File: src/rtl/mesm6_alu_issue_pkg.sv
// ---------------------------------------------------------------------------
// mesm6_alu_issue_pkg
//   Shared constants for the ALU issue block: ALU operation code width and
//   the operation codes understood by the mesm6 ALU, plus a small helper.
// ---------------------------------------------------------------------------
package mesm6_alu_issue_pkg;

    localparam int ALU_OP_WIDTH = 6;

    localparam logic [ALU_OP_WIDTH-1:0] ALU_NOP  = 6'd0;
    localparam logic [ALU_OP_WIDTH-1:0] ALU_AAX  = 6'd1;  // A := A and B
    localparam logic [ALU_OP_WIDTH-1:0] ALU_AOX  = 6'd2;  // A := A or B
    localparam logic [ALU_OP_WIDTH-1:0] ALU_AEX  = 6'd3;  // A := A xor B
    localparam logic [ALU_OP_WIDTH-1:0] ALU_ARX  = 6'd4;  // add with end-around carry
    localparam logic [ALU_OP_WIDTH-1:0] ALU_YTA  = 6'd5;  // A := Y
    localparam logic [ALU_OP_WIDTH-1:0] ALU_FADD = 6'd6;
    localparam logic [ALU_OP_WIDTH-1:0] ALU_FMUL = 6'd7;
    localparam logic [ALU_OP_WIDTH-1:0] ALU_FDIV = 6'd8;

    function automatic logic is_nop(input logic [ALU_OP_WIDTH-1:0] op);
        return op == ALU_NOP;
    endfunction

endpackage

File: src/rtl/mesm6_alu_issue.sv
// ---------------------------------------------------------------------------
// mesm6_alu_issue
//   Initiator side of the ALU op/done protocol. Takes one request at a time
//   from the instruction sequencer, registers its operands, holds the op on
//   the ALU until done (or until TIMEOUT cycles have elapsed), returns the
//   ALU to NOP and then presents the result.
//
// Ports
//   clk, reset_n            clock, asynchronous active-low reset
//   req_*                   request from the sequencer (valid/ready)
//   abort                   kill the op in flight, no result is produced
//   alu_op/alu_wy/...       registered controls and operands to the ALU
//   alu_acc, alu_done       ALU result and completion
//   res_*                   result to the consumer (valid/ready)
//   state_dbg               current FSM state
//
// Handshakes: a transfer happens on a rising edge where valid and ready are
// both 1. req_ready depends only on state; res_valid stays high with res_*
// stable until res_ready is seen. The producer must not retract payload
// while valid is high and ready is low.
// ---------------------------------------------------------------------------
module mesm6_alu_issue
    import mesm6_alu_issue_pkg::*;
#(
    parameter int TIMEOUT = 255,
    parameter int CYC_W   = 8
) (
    input  logic                    clk,
    input  logic                    reset_n,

    input  logic                    req_valid,
    output logic                    req_ready,
    input  logic [ALU_OP_WIDTH-1:0] req_op,
    input  logic                    req_wy,
    input  logic                    req_grp_log,
    input  logic                    req_norm,
    input  logic                    req_round,
    input  logic [47:0]             req_a,
    input  logic [47:0]             req_b,

    input  logic                    abort,

    output logic [ALU_OP_WIDTH-1:0] alu_op,
    output logic                    alu_wy,
    output logic                    alu_grp_log,
    output logic                    alu_do_norm,
    output logic                    alu_do_round,
    output logic [47:0]             alu_a,
    output logic [47:0]             alu_b,
    input  logic [47:0]             alu_acc,
    input  logic                    alu_done,

    output logic                    res_valid,
    input  logic                    res_ready,
    output logic [47:0]             res_acc,
    output logic                    res_err,
    output logic [CYC_W-1:0]        res_cycles,

    output logic [1:0]              state_dbg
);

    localparam logic [1:0] S_IDLE    = 2'd0;
    localparam logic [1:0] S_BUSY    = 2'd1;
    localparam logic [1:0] S_WYPULSE = 2'd2;
    localparam logic [1:0] S_RESULT  = 2'd3;

    localparam logic [CYC_W-1:0] TIMEOUT_C = CYC_W'(TIMEOUT);
    localparam logic [CYC_W-1:0] ONE_C     = CYC_W'(1);

    logic [1:0]       state;
    logic [CYC_W-1:0] counter;

    assign req_ready = (state == S_IDLE);
    assign res_valid = (state == S_RESULT);
    assign state_dbg = state;

    always_ff @(posedge clk or negedge reset_n) begin
        if (!reset_n) begin
            state        <= S_IDLE;
            counter      <= '0;
            alu_op       <= ALU_NOP;
            alu_wy       <= 1'b0;
            alu_grp_log  <= 1'b0;
            alu_do_norm  <= 1'b0;
            alu_do_round <= 1'b0;
            alu_a        <= '0;
            alu_b        <= '0;
            res_acc      <= '0;
            res_err      <= 1'b0;
            res_cycles   <= '0;
        end else begin
            case (state)
                S_IDLE: begin
                    if (req_valid) begin
                        // Operands and modifiers are captured only here, so
                        // the ALU sees them unchanged for the whole op.
                        alu_a        <= req_a;
                        alu_b        <= req_b;
                        alu_grp_log  <= req_grp_log;
                        alu_do_norm  <= req_norm;
                        alu_do_round <= req_round;
                        counter      <= ONE_C;
                        if (is_nop(req_op)) begin
                            // Y:=A is a one-cycle pulse with the op left at NOP.
                            alu_wy <= req_wy;
                            state  <= S_WYPULSE;
                        end else begin
                            alu_op <= req_op;
                            alu_wy <= 1'b0;
                            state  <= S_BUSY;
                        end
                    end
                end

                S_WYPULSE: begin
                    alu_wy <= 1'b0;
                    if (abort) begin
                        state <= S_IDLE;
                    end else begin
                        res_acc    <= alu_acc;
                        res_err    <= 1'b0;
                        res_cycles <= ONE_C;
                        state      <= S_RESULT;
                    end
                end

                S_BUSY: begin
                    if (abort) begin
                        alu_op <= ALU_NOP;
                        alu_wy <= 1'b0;
                        state  <= S_IDLE;
                    end else begin
                        if (counter != '1) begin
                            counter <= counter + ONE_C;
                        end
                        // done is checked first: a done arriving on the
                        // timeout edge still yields a good result.
                        if (alu_done) begin
                            res_acc    <= alu_acc;
                            res_err    <= 1'b0;
                            res_cycles <= counter;
                            alu_op     <= ALU_NOP;
                            state      <= S_RESULT;
                        end else if (counter == TIMEOUT_C) begin
                            res_err    <= 1'b1;
                            res_cycles <= counter;
                            alu_op     <= ALU_NOP;
                            state      <= S_RESULT;
                        end
                    end
                end

                S_RESULT: begin
                    // alu_op is already NOP here; this state gives the ALU
                    // at least one NOP edge before the next issue.
                    if (res_ready) begin
                        state <= S_IDLE;
                    end
                end

                default: begin
                    state  <= S_IDLE;
                    alu_op <= ALU_NOP;
                    alu_wy <= 1'b0;
                end
            endcase
        end
    end

endmodule
File: config.mk
export PLATFORM = sky130hd
export DESIGN_NAME = mesm6_alu_issue
export DESIGN_NICKNAME = d
export VERILOG_FILES = /design/src/rtl/mesm6_alu_issue_pkg.sv /design/src/rtl/mesm6_alu_issue.sv
export SDC_FILE = /design/constraint.sdc
export NUM_CORES = 1
export LEC_CHECK = 0
export ABC_AREA = 0
export CAP_MARGIN = 10
export CORE_MARGIN = 2
export CORE_UTILIZATION = 38
export CTS_BUF_LIST = sky130_fd_sc_hd__clkbuf_8
export CTS_CLUSTER_SIZE = 25
export DETAILED_ROUTE_END_ITERATION = 8
export PLACE_DENSITY = 0.84
export SYNTH_ARGS = -nofsm -noshare
export SYNTH_HDL_FRONTEND = slang
export SYNTH_SLANG_ARGS = --single-unit
File: constraint.sdc
create_clock -name clk -period 2.15 [get_ports clk]
set_clock_uncertainty 0.05 [all_clocks]
set_input_delay 0.43 -clock clk [delete_from_list [all_inputs] [get_ports clk]]
set_output_delay 0.43 -clock clk [all_outputs]
set_load 0.005 [all_outputs]
# --- After elaboration in Yosys (flattened, before gate mapping) ---
# Index checks and enable logic that the tools add are counted.
word_totals:
  register_bits: 173
  latch_bits: 0
  mem_bits_rw: 0
  mem_bits_ro: 0
  in_bits: 160
  output_inout_bits: 167
  elab_cells: 76
  mem_count: 0
op_classes:
  n_addsub: 1
  n_mul: 0
  div: 0
  order_cmp: 0
  eq_ne: 15
  n_shift: 0
  muxes: 36
  bitwise: 0
  n_reduce_logical: 12
ops:
  columns: ["operator", "count"]
  rows:
  - ["$mux 48", 3]
  - ["$pmux 48 s2", 1]
  - ["$mux 8", 7]
  - ["$pmux 8 s2", 2]
  - ["$mux 6", 5]
  - ["$reduce_and 4->1", 4]
  - ["$mux 2", 7]
  - ["$ne 2x2->1 const B", 7]
  - ["$pmux 6 s2", 1]
  - ["$add 8x1->8 const B", 1]
  - ["$eq 8x8->1 const B", 1]
  - ["$ne 8x8->1 const B", 1]
  - ["$pmux 2 s4", 1]
  - ["$mux 1", 7]
  - ["$logic_not 6->1", 1]
  - ["$reduce_and 3->1", 2]
  - ["$eq 2x2->1 const B", 2]
  - ["$ne 4x4->1 const B", 1]
  - ["$reduce_bool 2->1", 2]
  - ["$ne 3x3->1 const B", 1]
  - ["$pmux 1 s3", 1]
  - ["$reduce_bool 3->1", 1]
  - ["$eq 2x1->1 const B", 1]
  - ["$logic_not 2->1", 1]
  - ["other kinds (3)", 3]

# --- Longest topological paths before layout ---
# Gate-level depths: netlist of run 1.
depth:
  ltp_word: 5
  ltp_mapped: 8
  mapped_depth_nobuf: 6

# --- Least setup slack after synthesis of run 1 ---
# No wires, ideal clock.
synth_path:
  path_kind: "register to register"
  from: "register counter[0]"
  to: "register alu_op[0]"
  setup_ns: 0.125
  arrival_ns: 1.817
  required_time_ns: 1.975
  setup_slack_ns: 0.158
  path_stages_with_launch: 8
  n_path_buf: 2
  period_less_slack_ns: 1.992
  cell_sequence: "dfrtp_1 ha_1 and3_1 buf_2 a21o_1 buf_6 o211ai_4 mux2_2"
synth_via:
  elab_chain_len: 3
synth_lines:
  columns: ["item", "line_no", "source"]
  rows:
  - ["from (decl)", "mesm6_alu_issue.sv:71", "logic [CYC_W-1:0] counter;"]
  - ["from (signal assigned)", "mesm6_alu_issue.sv:134", "counter <= counter + ONE_C;"]
  - ["$eq 8x8->1", "mesm6_alu_issue.sv:144", "end else if (counter == TIMEOUT_C) begin"]
  - ["$ne 4x4->1 (no source line)", null, null]
  - ["$reduce_and 4->1 (no source line)", null, null]
  - ["to (signal assigned)", "mesm6_alu_issue.sv:108", "alu_op <= req_op;"]
  - ["to (decl)", "mesm6_alu_issue.sv:43", "output logic [ALU_OP_WIDTH-1:0] alu_op,"]
# Every way passes these cells.
# A chain may end at the register's enable or synchronous reset.

# --- Worst setup path in the final report of run 1 ---
layout_path:
  from: "register state[0] (netlist: state_dbg[0])"
  to: "output res_valid"
layout_via:
  elab_chain_len: 1
layout_lines:
  columns: ["item", "line_no", "source"]
  rows:
  - ["from (decl)", "mesm6_alu_issue.sv:70", "logic [1:0] state;"]
  - ["from (signal assigned)", "mesm6_alu_issue.sv:79", "state <= S_IDLE;"]
  - ["from (signal assigned)", "mesm6_alu_issue.sv:106", "state <= S_WYPULSE;"]
  - ["from (signal assigned)", "mesm6_alu_issue.sv:110", "state <= S_BUSY;"]
  - ["$eq 2x2->1", "mesm6_alu_issue.sv:74", "assign res_valid = (state == S_RESULT);"]
  - ["to (decl)", "mesm6_alu_issue.sv:53", "output logic res_valid,"]
# Every way passes these cells.

==> results of run 1 <==
## sequential cells by signal, summed over array words and instances (netlist names)
register	cells
alu_a	48
alu_b	48
res_acc	48
counter	8
res_cycles	8
alu_op	6
state_dbg	2
alu_do_norm	1
alu_do_round	1
alu_grp_log	1
alu_wy	1
res_err	1
## what timing repair did
action / 4_1_cts / 5_1_grt
setup buffers: 3 / 2
endpoints found under the hold margin: 36 / 0
resized for setup: 4 / 1
hold buffers: 1 / 0
setup endpoints to repair: 1 / 1
pin swaps: 1 / 0
## metal layers
metal  part of all wire, %  wire length (um)
met4                   1.9               358
met1                    38              7182
met5                     0                 0
met3                   8.7              1630
met2                    51              9582
## layout by cell type, fill, tap and decap left out, drive strengths merged
cell type	n
clkdlybuf4s50	324
dfrtp	173
mux2	154
buf	26
inv	22
nand2	20
clkbuf	18
mux2i	15
nor2	9
nor2b	8
a21oi	5
nand3	5
ha	5
clkinv	4
nand2b	4
o21ai	4
a211oi	3
a21o	2
nor4	2
a22oi	2
a211o	2
a22o	2
a31oi	2
o211ai	2
and4	1
and3	1
o221a	1
nor3	1
a32o	1
or4	1
o211a	1
o221ai	1
o311ai	1
o41ai	1
a21boi	1
nor4b	1
clkinvlp	1
dlygate4sd3	1
dlymetal6s2s	1
## worst max-delay path, stage by stage (launching register included)
cell and delay, ps:
sky130_fd_sc_hd__dfrtp_1 400, sky130_fd_sc_hd__ha_1 220, sky130_fd_sc_hd__clkdlybuf4s50_1 520
## area by class of cell
cell class                      count  area, um^2
Inverter                           13       48.80
Clock buffer                       18       247.7
Fill cell                        1395        6885
Sequential cell                   173        4329
Timing Repair Buffer              352        3552
Clock inverter                     14       128.9
Tap cell                          229       286.5
Multi-Input combinational cell    258        2485
## path summary, 6_finish.rpt
kind	from	to	slack [ps]	cells past startpoint
max	state_dbg[0]$_DFFE_PN0P_	res_valid	80	2
min	reset_n	res_cycles[0]$_DFFE_PN0P_	410	2
max reg2reg	counter[0]$_DFFE_PN0P_	alu_op[5]$_DFFE_PN0P_	100	5
min reg2reg	alu_wy$_DFFE_PN0P_	alu_wy$_DFFE_PN0P_	450	2
max in group asynchronous	reset_n	alu_b[1]$_DFFE_PN0P_	1010	3
min in group clk	alu_wy$_DFFE_PN0P_	alu_wy$_DFFE_PN0P_	450	2
## power by group through the flow
stage | Clock (mW) | Sequential, mW | Combinational [mW]
floorplan | 0 | 5.81 | 3.05
global placement | 0 | 5.71 | 7.46
detailed placement | 0 | 5.80 | 7.62
CTS | 2.28 | 5.73 | 7.74
global route | 2.42 | 5.94 | 8.17
finish | 2.19 | 5.72 | 7.65
## metrics by stage
step / setup WS (ps) / setup TNS (ps)
floorplan: 158.0 / 0
finish: 82.82 / 0
CTS: 25.19 / 0
detailed placement: -67.73 / -399.5
global route: 1.413 / 0
global placement: -36.07 / -212.8
## logic make-up (layout without fill, tap and decap cells)
family	count (synthesis)	in the layout	synth area share [%]
adder cells (fa/ha/maj)	5	5	0.8988
multiplexers	169	169	27.07
buffers and inverters	37	397	2.553
flip-flops	173	173	62.20
AO/OA/AOI/OAI	31	31	3.433
AND/OR/NAND/NOR	53	53	3.847
==> impl_metrics.prom, run 1 <==
# TYPE chip_impl_metric gauge
chip_impl_metric{name="routed_wirelength",unit="um"} 18750
chip_impl_metric{name="vdd.ir_drop.worst",unit="mV"} 0.7569
chip_impl_metric{name="grt_first_pass_wirelength",unit="um"} 30240
chip_impl_metric{name="fin_nets",unit=""} 980
chip_impl_metric{name="gr-usage-met2",unit="%"} 33.77
chip_impl_info{name="synthFlopType",value="sky130_fd_sc_hd__dfrtp_1"} 1
chip_impl_metric{name="sequentialPowerShare",unit="%"} 36.8
chip_impl_metric{name="mean_syn_cell_area",unit="um^2"} 14.87
chip_impl_metric{name="powerDensity",unit="nW/um^2"} 1404
chip_impl_metric{name="grt_usage",unit="%"} 19.84
chip_impl_metric{name="power.combinational.fraction",unit="%"} 49.2
chip_impl_metric{name="clkSinkCount",unit=""} 173
chip_impl_metric{name="hpwl",unit="um"} 14180
chip_impl_metric{name="cts_max_path_buffers",unit=""} 2
chip_impl_metric{name="power_leakage",unit="nW"} 4.680
chip_impl_info{name="netlist.top_cell.by_area",value="sky130_fd_sc_hd__dfrtp_1"} 1
chip_impl_metric{name="top_level_ports",unit=""} 327
chip_impl_metric{name="timing.critical_path.arrival",unit="ps"} 1590
chip_impl_metric{name="grt_util_met3",unit="%"} 7.089
chip_impl_metric{name="clkSlewWorstSetupHoldPaths",unit="ps"} 100
chip_impl_info{name="rsz0062_at_grt",value="false"} 1
chip_impl_metric{name="p_total",unit="mW"} 15.55
chip_impl_metric{name="worst-endpoint-required",unit="ps"} 1670
chip_impl_metric{name="clk_latency",unit="ps"} 450
chip_impl_metric{name="met1_usage",unit="%"} 23.24
chip_impl_metric{name="timing.final.crit_period",unit="ps"} 2067
chip_impl_metric{name="post_layout_nonfiller_instances",unit=""} 1057
chip_impl_metric{name="p_sw_share",unit="%"} 30.53
chip_impl_info{name="run_status",value="finished, final reports clean"} 1
chip_impl_metric{name="syn-instance-count",unit=""} 468
chip_impl_metric{name="design.core.area",unit="um^2"} 17960
chip_impl_metric{name="routed_via_density",unit=""} 4.812
chip_impl_metric{name="fp.dieW",unit="um"} 139.3
chip_impl_metric{name="drc_errors",unit=""} 0
chip_impl_metric{name="power_switching",unit="mW"} 4.749
chip_impl_metric{name="dpl-instance-area",unit="um^2"} 10640
chip_impl_metric{name="max_cap_viol_count",unit=""} 0
chip_impl_metric{name="grt_antenna_before_repair",unit=""} 0
chip_impl_metric{name="hold_viol_final",unit=""} 0
chip_impl_metric{name="start_util",unit="%"} 38.75
chip_impl_info{name="cts_tree",value="built"} 1
chip_impl_metric{name="port-buffer-count",unit=""} 326
chip_impl_metric{name="synth_async_sr_flop_share",unit="%"} 100.0
chip_impl_metric{name="rows",unit=""} 49
chip_impl_metric{name="dp_cells",unit=""} 1019
chip_impl_metric{name="drt-pass1-iter-count",unit=""} 4
chip_impl_metric{name="post-route-cell-area",unit="um^2"} 11080
chip_impl_metric{name="timing.critical_path.fanout_max",unit=""} 3
chip_impl_metric{name="cts_buffers",unit=""} 17
chip_impl_info{name="critical_path.endpoint_type",value="primary output"} 1
chip_impl_metric{name="via_total_after_detailed_routing",unit=""} 5086
chip_impl_metric{name="synth_sequential_area_ratio",unit="%"} 62.20
chip_impl_metric{name="wl_per_cell",unit="um"} 17.74
chip_impl_metric{name="ant_nets",unit=""} 0
chip_impl_metric{name="grt_max_degree",unit=""} 52
chip_impl_metric{name="first_global_vias",unit=""} 5634
chip_impl_metric{name="synth_seq_cells",unit=""} 173
chip_impl_info{name="grt-busiest-layer",value="met2"} 1
chip_impl_metric{name="post-route-util",unit="%"} 61.67
chip_impl_metric{name="synth_fp_nets",unit=""} 633
chip_impl_info{name="start_kind",value="flip-flop"} 1
chip_impl_metric{name="grt-ovfl-total",unit=""} 0
chip_impl_metric{name="yosys_warnings",unit=""} 0
chip_impl_metric{name="final_layout_size_suffix_gt1_share",unit="%"} 26.57
chip_impl_metric{name="power_report.internal_total",unit="mW"} 10.80
chip_impl_metric{name="min_period_over_period",unit="%"} 96.15
chip_impl_metric{name="die_area",unit="um^2"} 19420
chip_impl_metric{name="antennaDiodeCount",unit=""} 0
chip_impl_info{name="cts.root.buffer_cell",value="sky130_fd_sc_hd__clkbuf_8"} 1
chip_impl_metric{name="clock.fmax",unit="GHz"} 0.4838
chip_impl_metric{name="synth-edff-count",unit=""} 0
chip_impl_metric{name="worst_hold_slack",unit="ps"} 415.0
chip_impl_metric{name="die_y",unit="um"} 139.3
chip_impl_metric{name="drt_first_iter_violations",unit=""} 182
chip_impl_metric{name="synth_area",unit="um^2"} 6960
chip_impl_metric{name="setup_viol",unit=""} 0
chip_impl_metric{name="slew_headroom",unit="%"} 64.72
chip_impl_info{name="ys_top_cells_by_count",value="sky130_fd_sc_hd__dfrtp_1, sky130_fd_sc_hd__mux2_2, sky130_fd_sc_hd__nand2_1"} 1
chip_impl_info{name="yosys-top-cells-area",value="sky130_fd_sc_hd__dfrtp_1, sky130_fd_sc_hd__mux2_2, sky130_fd_sc_hd__mux2i_1"} 1
chip_impl_metric{name="clock_power_share",unit="%"} 14.1
chip_impl_metric{name="htree_levels",unit=""} 4
chip_impl_metric{name="worstMarginPinSlew",unit="ps"} 525.7
chip_impl_metric{name="gp_routability_congestion",unit=""} 0.8560
chip_impl_metric{name="final-max-slew-violation-count",unit=""} 0
chip_impl_metric{name="synthDistinctLibCells",unit=""} 40
chip_impl_info{name="hold_class",value="primary input to asynchronous set/reset pin"} 1
chip_impl_metric{name="synth_top_area_share",unit="%"} 62.20
chip_impl_info{name="critical_path_start_end_classification",value="flip-flop to primary output"} 1
chip_impl_info{name="synthMostInstantiatedCell",value="sky130_fd_sc_hd__dfrtp_1"} 1
chip_impl_metric{name="synthToLayoutAreaGrowth",unit="%"} 59.16
Note: power is estimated with default switching activity, not from simulation.
==> run 2, diff against run 1 <==
--- a/config.mk
+++ b/config.mk
@@ -6,6 +6,7 @@
 export NUM_CORES = 1
 export LEC_CHECK = 0
 export ABC_AREA = 0
+export ABC_CLOCK_PERIOD_IN_PS = 2150
 export CAP_MARGIN = 10
 export CORE_MARGIN = 2
 export CORE_UTILIZATION = 38
@@ -13,6 +14,7 @@
 export CTS_CLUSTER_SIZE = 25
 export DETAILED_ROUTE_END_ITERATION = 8
 export PLACE_DENSITY = 0.84
+export SLEW_MARGIN = 40
 export SYNTH_ARGS = -nofsm -noshare
 export SYNTH_HDL_FRONTEND = slang
 export SYNTH_SLANG_ARGS = --single-unit
==> results of run 2 <==
The final DEF is identical to that of run 1; final timing and power are the same.
==> run 3, diff against run 2 <==
--- a/config.mk
+++ b/config.mk
@@ -8,7 +8,7 @@
 export ABC_AREA = 0
 export ABC_CLOCK_PERIOD_IN_PS = 2150
 export CAP_MARGIN = 10
-export CORE_MARGIN = 2
+export CORE_MARGIN = 3
 export CORE_UTILIZATION = 38
 export CTS_BUF_LIST = sky130_fd_sc_hd__clkbuf_8
 export CTS_CLUSTER_SIZE = 25
==> impl_metrics.prom, run 3 (synthesis results as in run 1) <==
# TYPE chip_impl_metric gauge
chip_impl_info{name="run_status",value="finished, final reports clean"} 1
chip_impl_metric{name="slew_headroom",unit="%"} 65.52
chip_impl_metric{name="crit_buf_inv",unit=""} 0
chip_impl_metric{name="final_layout_size_suffix_gt1_share",unit="%"} 26.84
chip_impl_metric{name="drt_first_iter_violations",unit=""} 218
chip_impl_metric{name="port-buffer-count",unit=""} 326
chip_impl_metric{name="drt-pass1-iter-count",unit=""} 4
chip_impl_metric{name="fp.dieW",unit="um"} 141.3
chip_impl_metric{name="clkSlewWorstSetupHoldPaths",unit="ps"} 110
chip_impl_metric{name="power_switching",unit="mW"} 4.655
chip_impl_metric{name="drc_errors",unit=""} 0
chip_impl_info{name="layout.cells.most_common_list",value="sky130_fd_sc_hd__clkdlybuf4s50_1, sky130_fd_sc_hd__dfrtp_1, sky130_fd_sc_hd__mux2_2, sky130_fd_sc_hd__nand2_1, sky130_fd_sc_hd__buf_4"} 1
chip_impl_metric{name="grt-ovfl-total",unit=""} 0
chip_impl_info{name="final_common_cell",value="sky130_fd_sc_hd__clkdlybuf4s50_1"} 1
chip_impl_metric{name="rows",unit=""} 48
chip_impl_metric{name="setup_tns",unit="ps"} 0
chip_impl_metric{name="power.combinational.fraction",unit="%"} 49.6
chip_impl_info{name="critical_path.endpoint_type",value="flip-flop"} 1
chip_impl_metric{name="clock_power_share",unit="%"} 13.5
chip_impl_metric{name="crit_path_max_incr_delay",unit="ps"} 420
chip_impl_metric{name="design.core.area",unit="um^2"} 17600
chip_impl_metric{name="htree_levels",unit=""} 4
chip_impl_metric{name="clock.fmax",unit="GHz"} 0.4962
chip_impl_metric{name="num-fill-cells",unit=""} 1373
chip_impl_metric{name="final-max-slew-violation-count",unit=""} 0
chip_impl_metric{name="timing.critical_path.fanout_max",unit=""} 9
chip_impl_info{name="top_regs",value="alu_a (48), alu_b (48), res_acc (48)"} 1
chip_impl_metric{name="regArea",unit="um^2"} 4329
chip_impl_metric{name="grt_antenna_before_repair",unit=""} 0
chip_impl_info{name="critPathTopFamily",value="compound AO/OA/AOI/OAI gates"} 1
chip_impl_metric{name="hold_viol_final",unit=""} 0
chip_impl_info{name="hold_class",value="primary input to asynchronous set/reset pin"} 1
chip_impl_metric{name="grt_first_pass_wirelength",unit="um"} 29110
chip_impl_metric{name="fin_nets",unit=""} 979
chip_impl_info{name="cts.root.buffer_cell",value="sky130_fd_sc_hd__clkbuf_8"} 1
chip_impl_metric{name="wl_per_cell",unit="um"} 17.72
chip_impl_metric{name="max_cap_viol_count",unit=""} 0
chip_impl_metric{name="gp_routability_congestion",unit=""} 0.8403
chip_impl_metric{name="worstMarginPinSlew",unit="ps"} 510.8
chip_impl_metric{name="clkSinkCount",unit=""} 173
chip_impl_info{name="cp_cell_sequence",value="ha_1, and3_2, a21o_1, o211ai_4, mux2_2"} 1
chip_impl_metric{name="cts_max_path_buffers",unit=""} 2
chip_impl_info{name="start_kind",value="flip-flop"} 1
chip_impl_metric{name="clk_latency",unit="ps"} 450
chip_impl_metric{name="min_period_over_period",unit="%"} 93.73
chip_impl_metric{name="post-route-util",unit="%"} 62.73
chip_impl_metric{name="top_level_ports",unit=""} 327
chip_impl_metric{name="grt_max_degree",unit=""} 53
chip_impl_metric{name="vdd.ir_drop.worst",unit="mV"} 0.8143
chip_impl_metric{name="die_y",unit="um"} 141.3
chip_impl_metric{name="via_total_after_detailed_routing",unit=""} 5069
chip_impl_metric{name="routed_via_density",unit=""} 4.818
chip_impl_metric{name="powerDensity",unit="nW/um^2"} 1392
chip_impl_metric{name="timing.critical_path.arrival",unit="ps"} 2300
chip_impl_metric{name="timing.final.crit_period",unit="ps"} 2015
chip_impl_metric{name="first_global_vias",unit=""} 5425
chip_impl_metric{name="power_leakage",unit="nW"} 4.665
chip_impl_metric{name="hpwl",unit="um"} 14100
chip_impl_info{name="crit_slowest_cell",value="sky130_fd_sc_hd__dfrtp_1"} 1
chip_impl_info{name="critical_path_start_end_classification",value="flip-flop to flip-flop"} 1
chip_impl_metric{name="p_sw_share",unit="%"} 30.29
chip_impl_metric{name="power_report.internal_total",unit="mW"} 10.71
chip_impl_metric{name="sequentialPowerShare",unit="%"} 36.9
chip_impl_metric{name="die_area",unit="um^2"} 19980
chip_impl_info{name="cts_tree",value="built"} 1
chip_impl_metric{name="grt_usage",unit="%"} 18.63
chip_impl_metric{name="antennaDiodeCount",unit=""} 0
chip_impl_metric{name="start_util",unit="%"} 39.55
chip_impl_info{name="rsz0062_at_grt",value="false"} 1
chip_impl_metric{name="routed_wirelength",unit="um"} 18640
chip_impl_metric{name="ant_nets",unit=""} 0
chip_impl_metric{name="setup_viol",unit=""} 0
chip_impl_metric{name="cts_buffers",unit=""} 17
chip_impl_metric{name="multi_input_comb_area",unit="um^2"} 2497
chip_impl_metric{name="synthToLayoutAreaGrowth",unit="%"} 58.60
chip_impl_metric{name="worst-endpoint-required",unit="ps"} 2430
## run 3: routing by layer
layer,vias to the layer above,GRT usage (%),wire length [um]
li1,2347,-,-
met4,0,5.660,360
met2,215,32.41,9387
met3,24,8.089,1748
met5,-,0,0
met1,2483,20.66,7141
## run 3: worst paths after layout
kind | start | to | slack [ps] | cells past startpoint
worst max-delay path | counter[0]$_DFFE_PN0P_ | alu_op[3]$_DFFE_PN0P_ | 130 | 5
worst min-delay path | reset_n | alu_b[11]$_DFFE_PN0P_ | 430 | 2
worst max register to register | counter[0]$_DFFE_PN0P_ | alu_op[3]$_DFFE_PN0P_ | 130 | 5
worst min register to register | alu_wy$_DFFE_PN0P_ | alu_wy$_DFFE_PN0P_ | 450 | 2
max in group asynchronous | reset_n | alu_b[20]$_DFFE_PN0P_ | 980 | 3
min in group clk | alu_wy$_DFFE_PN0P_ | alu_wy$_DFFE_PN0P_ | 450 | 2
## run 3: final cells by class
cell class                      count  share of cell area (%)
Clock buffer                       17                   2.119
Clock inverter                     15                   1.031
Inverter                           13                  0.4420
Multi-Input combinational cell    258                   22.62
Sequential cell                   173                   39.22
Tap cell                          225                   2.550
Timing Repair Buffer              351                   32.02
## run 3: repair_timing
| action | CTS | global route |
|---|---|---|
| buffers inserted | 2 | 1 |
| pin swaps | 1 | 0 |
| hold buffers | 1 | 0 |
| gates resized for setup | 4 | 6 |
| endpoints found under the setup margin | 1 | 6 |
| endpoints found under the hold margin | 38 | 0 |
## run 3: power groups by stage
| stage | combinational (mW) | clock, mW | sequential, mW |
|---|---|---|---|
| CTS | 7.74 | 2.15 | 5.68 |
| finish | 7.63 | 2.07 | 5.67 |
| detailed placement | 7.65 | 0 | 5.74 |
| global route | 8.18 | 2.29 | 5.89 |
| floorplan | 3.05 | 0 | 5.81 |
| global placement | 7.52 | 0 | 5.65 |
## run 3: worst register-to-register path, cell delays in order, from the launching register on
cell and delay (ps):
sky130_fd_sc_hd__dfrtp_1 420, sky130_fd_sc_hd__ha_1 270, sky130_fd_sc_hd__and3_2 290, sky130_fd_sc_hd__a21o_1 240, sky130_fd_sc_hd__o211ai_4 260, sky130_fd_sc_hd__mux2_2 370
## run 3: through the flow
stage | power, mW | cell area, um^2 | setup slack, ps | cells | hold WS, ps
after detailed placement | 13.39 | 10630 | -47.77 | 1016 | 346.0
final | 15.37 | 11040 | 134.8 | 1052 | 427.7
after CTS | 15.57 | 11010 | 3.755 | 1051 | 401.2
after global placement | 13.17 | 10630 | -26.20 | 1016 | 342.0
after global routing | 16.35 | 11040 | 38.35 | 1052 | 428.6
after floorplan | 8.857 | 6960 | 158.0 | 468 | 84.41
